$ cat src/rtl/demux_n1x4_pkt.sv
// Registered 1-to-4 packet demultiplexer: the select is captured on the first
// beat of a packet and steers every beat of that packet to one output register.
module demux_n1x4_pkt #(
  parameter int WIDTH = 1
) (
  input  logic             clk,
  input  logic             rst_n,
  input  logic [WIDTH-1:0] i,
  input  logic             i_valid,
  input  logic             i_last,
  output logic             i_ready,
  input  logic             sel0,
  input  logic             sel1,
  output logic [WIDTH-1:0] o0,
  output logic [WIDTH-1:0] o1,
  output logic [WIDTH-1:0] o2,
  output logic [WIDTH-1:0] o3,
  output logic             o0_valid,
  output logic             o1_valid,
  output logic             o2_valid,
  output logic             o3_valid,
  output logic             o0_last,
  output logic             o1_last,
  output logic             o2_last,
  output logic             o3_last,
  input  logic             o0_ready,
  input  logic             o1_ready,
  input  logic             o2_ready,
  input  logic             o3_ready,
  output logic             busy
);

  typedef enum logic {IDLE = 1'b0, PKT = 1'b1} state_t;

  state_t           r_state;
  state_t           w_state_next;
  logic [1:0]       r_sel;
  logic [1:0]       w_tgt;
  logic             w_xfer;
  logic [3:0]       w_oready;
  logic [3:0]       w_valid;
  logic [3:0]       w_last;
  logic [WIDTH-1:0] w_data [4];

  assign w_oready = {o3_ready, o2_ready, o1_ready, o0_ready};

  // Indexing by the target keeps unselected ready inputs out of i_ready.
  assign w_tgt   = (r_state == PKT) ? r_sel : {sel1, sel0};
  assign i_ready = rst_n && (!w_valid[w_tgt] || w_oready[w_tgt]);
  assign w_xfer  = i_valid && i_ready;

  always_ff @(posedge clk or negedge rst_n) begin
    if (!rst_n) begin
      r_state <= IDLE;
      r_sel   <= 2'b00;
    end else begin
      r_state <= w_state_next;
      if (r_state == IDLE && w_xfer && !i_last) begin
        r_sel <= {sel1, sel0};
      end
    end
  end

  always_comb begin
    w_state_next = r_state;
    case (r_state)
      IDLE:    if (w_xfer && !i_last) w_state_next = PKT;
      PKT:     if (w_xfer && i_last)  w_state_next = IDLE;
      default: w_state_next = IDLE;
    endcase
  end

  always_comb begin
    busy = (r_state == PKT);
  end

  for (genvar gi = 0; gi < 4; gi++) begin : g_ch
    logic [WIDTH-1:0] r_data;
    logic             r_valid;
    logic             r_last;

    // A refill in the same cycle as a drain takes priority and keeps valid high.
    always_ff @(posedge clk or negedge rst_n) begin
      if (!rst_n) begin
        r_data  <= '0;
        r_last  <= 1'b0;
        r_valid <= 1'b0;
      end else if (w_xfer && (w_tgt == 2'(gi))) begin
        r_data  <= i;
        r_last  <= i_last;
        r_valid <= 1'b1;
      end else if (r_valid && w_oready[gi]) begin
        r_valid <= 1'b0;
      end
    end

    assign w_data[gi]  = r_data;
    assign w_valid[gi] = r_valid;
    assign w_last[gi]  = r_last;
  end

  assign o0 = w_data[0];
  assign o1 = w_data[1];
  assign o2 = w_data[2];
  assign o3 = w_data[3];
  assign o0_valid = w_valid[0];
  assign o1_valid = w_valid[1];
  assign o2_valid = w_valid[2];
  assign o3_valid = w_valid[3];
  assign o0_last = w_last[0];
  assign o1_last = w_last[1];
  assign o2_last = w_last[2];
  assign o3_last = w_last[3];

endmodule

$ cat config.mk
export PLATFORM = sky130hd
export DESIGN_NAME = demux_n1x4_pkt
export DESIGN_NICKNAME = d
export VERILOG_FILES = /design/src/rtl/demux_n1x4_pkt.sv
export SDC_FILE = /design/constraint.sdc
export NUM_CORES = 1
export LEC_CHECK = 0
export CAP_MARGIN = 30
export CORE_ASPECT_RATIO = 1.25
export CORE_MARGIN = 3
export CORE_UTILIZATION = 25
export DETAILED_ROUTE_END_ITERATION = 10
export GPL_ROUTABILITY_DRIVEN = 0
export PLACE_DENSITY = 0.47
export SLEW_MARGIN = 10
export SYNTH_ARGS = -nofsm -noshare
export SYNTH_HDL_FRONTEND = slang
export SYNTH_SLANG_ARGS = --single-unit
$ cat constraint.sdc
create_clock -name clk -period 2.9 [get_ports clk]
set_input_delay 0.29 -clock clk [delete_from_list [all_inputs] [get_ports clk]]
set_output_delay 0.29 -clock clk [all_outputs]
set_load 0.02 [all_outputs]
==> metrics.log, run 1 <==
INFO  metric timing.final.setup_violations = 0
INFO  metric synthMostInstantiatedCell = dfrtp_1
INFO  metric gr-total-overflow = 0
INFO  metric number_of_antenna_violations_at_the_first_check_in_global_routing = 0
INFO  metric drive_above_1_share = 0.207
INFO  metric synth.area.mux_share = 0.272
INFO  metric post_synth_fa_ha_maj_area_fraction = 0
INFO  metric timing.slew.headroom = 0.705
INFO  metric ys_warn_count = 0
INFO  metric floorplan.die.width = 54.4 um
INFO  metric first_pass_grt_wire_length = 2950 um
INFO  metric critPathMaxFanout = 7
INFO  metric reg2reg_slack = 0.89 ns
INFO  metric path_type_of_the_worst_min_delay_path = input pin to asynchronous set/reset pin
INFO  metric setup.worst_path.class = register to primary output
INFO  metric synth_top_cells_by_area = dfrtp_1, mux2_2, mux2i_1, nor3b_1, nand2b_1
INFO  metric run_status = finished, final reports clean
INFO  metric cts_tree = built
INFO  metric ios = 25
INFO  metric grt.busiest_layer = met2
INFO  metric register_area = 375 um^2
INFO  metric drv.max_cap_violation_count = 0
INFO  metric place.detailed.hpwl = 1340 um
INFO  metric synth_enable_flop_cells = 0
INFO  metric syn_area_per_cell = 12.6 um^2
INFO  metric cellPowerDensity = 942 nW/um^2
INFO  metric timing.critical_path.from_type = register
INFO  metric period_needed = ~2.5 ns
INFO  metric rr_endpoint = o2_last$_DFFE_PN0P_
INFO  metric diodes = 0
INFO  metric yosysTopAreaCell = dfrtp_1
INFO  metric firstDrtPassIters = 3
INFO  metric floorplan.initialDensity = 0.268
INFO  metric final_net_count = 99
INFO  metric irDropWorstVdd = 0.325 mV
INFO  metric tightest_slew = 0.442 ns
INFO  metric final_min_period_over_clock_period = 0.870
INFO  metric met3_routing_resource_usage_after_global_routing = 0.0336
INFO  metric multi_input_area = 338 um^2
INFO  metric dieArea = around 3600 um^2
INFO  metric dominant_combinational_cell_family_by_area_after_synthesis = multiplexers
INFO  metric worst_skew_pair.late_latency = approximately 0.28 ns
INFO  metric grt_use_met1 = 0.152
INFO  metric report.final.slew_viol_count = 0
INFO  metric whs = 0.380 ns
INFO  metric fill_cells = 287
INFO  metric total_leakage_power = 0.430 nW
INFO  metric cts-resized-gates = 0
INFO  metric post_synth_and_or_nand_nor_area_fraction = 0.128
INFO  metric vias = 557
INFO  metric timing.critical_path.to_type = primary output
INFO  metric syn-cell-area = between 700 and 800 um^2
INFO  metric grt_setup_unrepaired = no
INFO  metric areaGrowthSynthToFinish = 42.9%
INFO  metric critical_path_required = about 2.6 ns
INFO  metric clk_pin_slew = 0.09 ns
INFO  metric postSynthNetCount = 69
INFO  metric power = 0.985 mW
INFO  metric arrival = 2.23 ns
INFO  metric synthArstFlopShare = 1.00
INFO  metric drt.antenna.violating_nets = 0
INFO  metric synth-xor-area-share = 0
INFO  metric dp.cells = ~120
INFO  metric routed_wl = about 1700 um
INFO  metric netlist_instances = 58
INFO  metric global_route_usage_over_all_layers = 0.114
INFO  metric wire_per_inst = 14.1 um
INFO  metric ys.flop_type = dfrtp_1
INFO  metric number_of_synthesized_register_bits = 15
INFO  metric cts-root-buf = clkbuf_4
INFO  metric cts_hold_buffers = 0
INFO  metric hold_violations = 0
INFO  metric fmax = 0.396 GHz
INFO  metric setup-tns-final = 0 ns
INFO  metric grt_start_max_net_pins = 12
INFO  metric core-area = 2730 um^2
INFO  metric synthDistinctLibCells = 20
INFO  metric top_cells_by_count_synth = dfrtp_1, mux2_2, mux2i_1
INFO  metric first_global_vias = 602
INFO  metric initialDrtViolationCount = 10
INFO  metric drc = 0
INFO  metric cts-root-to-sink-buffers = 2
INFO  metric grt.met2_usage = 0.169
INFO  metric post_cts_buffers = 0
INFO  metric io_buffer_count = 24
INFO  metric synth-compound-area-share = 0.0615
INFO  metric post_layout_nonfiller_instances = 121
INFO  metric reg2reg_depth = 4
INFO  metric cts.sinks = 15
INFO  metric die_h = 66.5 um
INFO  metric num_rows = 21
INFO  metric synth-seq-area-share = 0.513
INFO  metric cts.htree.levels = 1
INFO  metric synth_top_area_share = 0.513
INFO  metric cts_buffers = 3
INFO  metric detail_route.vias_per_cell = ~4.6
INFO  metric finClkSkew = 0.00564 ns
state kept, by name, summed over array words and instances (netlist names), named ones only:
register,count
r_sel,2
o0,1
o0_last,1
o0_valid,1
o1,1
o1_last,1
o1_valid,1
o2,1
o2_last,1
o2_valid,1
o3,1
o3_last,1
o3_valid,1
routing by layer:
| metal | routed length, um | share of wire |
|---|---|---|
| met1 | 764 | 0.45 |
| met2 | 814 | 0.48 |
| met3 | 122 | 0.071 |
| met4 | 10 | 0.0058 |
| met5 | 0 | 0 |
through the flow:
step / utilization / setup slack (ns) / area [um^2]
2_1_floorplan: - / 1.04 / 732
3_3_place_gp: 0.373 / 0.509 / 1020
3_5_place_dp: 0.373 / 0.482 / 1020
4_1_cts: 0.383 / 0.341 / 1050
5_1_grt: 0.383 / 0.237 / 1050
6_report: 0.383 / 0.377 / 1050
final cells by class:
type | instances | share of cell area
Clock buffer | 3 | 0.0215
Clock inverter | 1 | 0.00478
Inverter | 2 | 0.00718
Multi-Input combinational cell | 40 | 0.323
Sequential cell | 15 | 0.359
Tap cell | 34 | 0.0407
Timing Repair Buffer | 26 | 0.244
worst max-delay path: stages (launching register included):
cell	delay, ns
dfrtp_1	0.52
mux2_4	0.38
mux2i_1	0.24
mux2i_1	0.11
and2_1	0.16
clkdlybuf4s50_1	0.53
worst max path at each step:
stage,from,to,slack [ns]
floorplan,register,r_sel[1]$_DFFE_PN0P_,1.04
global placement,sel1,i_ready,0.51
detailed placement,sel1,i_ready,0.48
CTS,register,i_ready,0.34
global route,register,i_ready,0.24
finish,register,i_ready,0.38
where the power goes:
group | switching, mW | leakage, nW | internal (mW)
clock | 0.0677 | 0.0177 | 0.0511
sequential | 0.0637 | 0.186 | 0.301
combinational | 0.234 | 0.227 | 0.267
total | 0.366 | 0.430 | 0.619
layout by cell type (no fill, tap or decap), types with 3 or more instances in the layout:
cell type,count
clkbuf_4,3
clkdlybuf4s50_1,24
dfrtp_1,15
mux2_2,8
mux2i_1,6
nand2b_1,4
nor3b_1,4
o21ai_0,4
logic make-up (layout without fill, tap and decap cells):
logic type      Yosys count  count (layout)
compound gates            8               8
buf+inv                   3              32
flops                    15              15
mux                      17              17
simple gates             15              15
(Power assumes the default switching activity.)
==> inputs of run 2 (changes only) <==
--- a/config.mk
+++ b/config.mk
@@ -5,6 +5,7 @@
 export SDC_FILE = /design/constraint.sdc
 export NUM_CORES = 1
 export LEC_CHECK = 0
+export ABC_AREA = 1
 export CAP_MARGIN = 30
 export CORE_ASPECT_RATIO = 1.25
 export CORE_MARGIN = 3
@@ -12,6 +13,7 @@
 export DETAILED_ROUTE_END_ITERATION = 10
 export GPL_ROUTABILITY_DRIVEN = 0
 export PLACE_DENSITY = 0.47
+export SKIP_LAST_GASP = 1
 export SLEW_MARGIN = 10
 export SYNTH_ARGS = -nofsm -noshare
 export SYNTH_HDL_FRONTEND = slang
==> run 2 against run 1 <==
  * Register-to-register slack gained 0.29 ns
  * Cell area grew 4.1%
  * Final cell count grew 32%
  * Total power shrank 7.8%
  * Sequential power shrank 7.4%
  * Synthesized cell count grew 66%
  * Clock power is essentially flat
  * Critical path depth grew 4
  * Worst hold slack lost 0.0052 ns
  * Fmax grew 0.39%
  * Critical path type unchanged
  * Largest power group unchanged
  * Highest routed layer unchanged
==> metrics.log, run 2 <==
INFO  metric ios = 25
INFO  metric arrival = 2.22 ns
INFO  metric grt_setup_unrepaired = no
INFO  metric areaGrowthSynthToFinish = 39.4%
INFO  metric regMostFlops = r_sel
INFO  metric cts-root-to-sink-buffers = 2
INFO  metric cts_buffers = 3
INFO  metric critical_path_required = between 2 and 3 ns
INFO  metric postSynthNetCount = 107
INFO  metric setup-tns-final = 0 ns
INFO  metric timing.critical_path.to_type = primary output
INFO  metric final_net_count = 136
INFO  metric detail_route.vias_per_cell = 4.51
INFO  metric final.setup.worst_slack = 0.387 ns
INFO  metric grt_start_max_net_pins = 18
INFO  metric number_of_synthesized_register_bits = 15
INFO  metric synthDistinctLibCells = 13
INFO  metric timing.slew.headroom = 0.778
INFO  metric synth_enable_flop_cells = 0
INFO  metric yosysTopAreaCell = dfrtp_1
INFO  metric setup.worst_path.class = register to primary output
INFO  metric tightest_slew = roughly 0.33 ns
INFO  metric diodes = 0
INFO  metric period_needed = 2.51 ns
INFO  metric post_cts_buffers = 0
INFO  metric floorplan.initialDensity = 0.263
INFO  metric vias = between 700 and 800
INFO  metric netlist_instances = between 90 and 100
INFO  metric place.detailed.hpwl = 1480 um
INFO  metric fmax = 0.398 GHz
INFO  metric timing.final.setup_violations = 0
INFO  metric syn-cell-area = 781 um^2
INFO  metric cts.htree.levels = 1
INFO  metric cts-resized-gates = 0
INFO  metric floorplan.die.width = ~56 um
INFO  metric reg2reg_slack = 1.18 ns
INFO  metric synth-seq-area-share = 0.481
INFO  metric top_cells_by_count_synth = nand2_1, dfrtp_1, o21ai_1
INFO  metric first_pass_grt_wire_length = 3330 um
INFO  metric most_common_library_cell_in_the_layout_ignoring_fill_and_taps = nand2_1
INFO  metric dp.cells = around 160
INFO  metric drv.max_cap_violation_count = 0
INFO  metric cts-root-buf = clkbuf_4
INFO  metric die_h = 68.5 um
INFO  metric ys_warn_count = 0
INFO  metric syn_area_per_cell = 8.13 um^2
INFO  metric cts.sinks = 15
INFO  metric cellPowerDensity = approximately 830 nW/um^2
INFO  metric critPathMaxFanout = 9
INFO  metric fill_cells = 316
INFO  metric timing.critical_path.from_type = register
INFO  metric dieArea = 3830 um^2
INFO  metric dpl_worst_slack = 0.448 ns
INFO  metric cp_max_stage_delay = 0.65 ns
INFO  metric largest_reg_flops = 2
INFO  metric firstDrtPassIters = 4
INFO  metric most-common-layout-cells = nand2_1, clkdlybuf4s50_1, dfrtp_1
INFO  metric first_global_vias = 723
INFO  metric final_min_period_over_clock_period = 0.867
INFO  metric run_status = finished, final reports clean
INFO  metric total_leakage_power = 0.507 nW
INFO  metric cp.buffers_inverters = 2
INFO  metric io_buffer_count = 24
INFO  metric finClkSkew = 0.00204 ns
INFO  metric path_type_of_the_worst_min_delay_path = input pin to asynchronous set/reset pin
INFO  metric number_of_antenna_violations_at_the_first_check_in_global_routing = 0
INFO  metric multi_input_area = 350 um^2
INFO  metric gr-total-overflow = 0
INFO  metric synth_top_cells_by_area = dfrtp_1, nand2_1, o21ai_1, nand2_2, nand3_2
INFO  metric worst_path_max_delay_cell = clkdlybuf4s50_1
INFO  metric drive_above_1_share = 0.137
INFO  metric cp_top_family = buffers and inverters
INFO  metric num_rows = 22
INFO  metric worst_skew_pair.late_latency = 0.27 ns
INFO  metric cts_tree = built
INFO  metric routed_wl = between 1500 and 2000 um
INFO  metric synth_top_area_share = 0.481
INFO  metric drt.antenna.violating_nets = 0
INFO  metric core-area = around 3000 um^2
INFO  metric report.final.slew_viol_count = 0
INFO  metric ys.flop_type = dfrtp_1
INFO  metric clk_pin_slew = 0.09 ns
INFO  metric initialDrtViolationCount = 5
INFO  metric post_layout_nonfiller_instances = between 150 and 200
INFO  metric cts_hold_buffers = 0
INFO  metric synthMostInstantiatedCell = nand2_1
INFO  metric hold_violations = 0
INFO  metric wire_per_inst = 12.1 um
INFO  metric register_area = 375 um^2
INFO  metric synthArstFlopShare = 1.00
INFO  metric irDropWorstVdd = 0.402 mV
INFO  metric drc = 0
INFO  metric crit_chain = inv_4, nand2_2, nand2_2, nand2_1, nand2_1, nand2_1, nand2_2, a21boi_4, clkdlybuf4s50_1
INFO  metric global_route_usage_over_all_layers = 0.112
==> run 2: cell types whose count changed after synthesis, moves of 7 or more <==
cell / before / now
inv_1: 2 / 10
mux2_2: 8 / 0
nand2_1: 2 / 29
nand2_2: 0 / 7
o21ai_1: 0 / 12
==> run 2: final timing paths <==
path,cells past startpoint,startpoint,endpoint
setup / recovery,9,register,i_ready
hold / removal,2,rst_n,o1$_DFFE_PN0P_
setup reg to reg,11,register,o1_last$_DFFE_PN0P_
hold reg to reg,2,o2_last$_DFFE_PN0P_,o2_last$_DFFE_PN0P_
max in group asynchronous,2,rst_n,o3_valid$_DFFE_PN0P_
min in group clk,2,o2_last$_DFFE_PN0P_,o2_last$_DFFE_PN0P_
==> run 2: through the flow <==
stage	hold WS [ns]	total power [mW]	utilization	cell area (um^2)
floorplan	-0.00559	0.604	-	781
global placement	0.476	0.798	0.357	1060
detailed placement	0.482	0.800	0.357	1060
CTS	0.379	0.923	0.366	1090
global route	0.395	0.988	0.366	1090
finish	0.374	0.908	0.366	1090
==> run 2: layout make-up <==
cell class | instances | share of cell area
flip-flops and latches | 15 | 0.345
multi-input cells | 69 | 0.322
repair buffers | 25 | 0.228
well taps | 36 | 0.0414
inverters | 11 | 0.0402
clock buffers | 4 | 0.0241
==> run 2: layer usage <==
layer	part of all wire	up-vias	GRT usage
met3	0.055	2	0.0264
li1	-	365	-
met5	0	-	0
met1	0.45	339	0.133
met2	0.49	15	0.193
met4	0.0041	0	0.0534
==> run 2: logic make-up (layout without fill, tap and decap cells) <==
logic type	Yosys count	count (layout)	share of synthesized area
AO/OA/AOI/OAI	15	15	0.120
buffers and inverters	12	40	0.0705
flip-flops	15	15	0.481
AND/OR/NAND/NOR	54	54	0.329
==> run 2: power by group <==
group / internal [mW] / switching, mW / leakage [nW]
registers: 0.287 / 0.0509 / 0.190
logic: 0.204 / 0.250 / 0.302
clock network: 0.0533 / 0.0625 / 0.0150
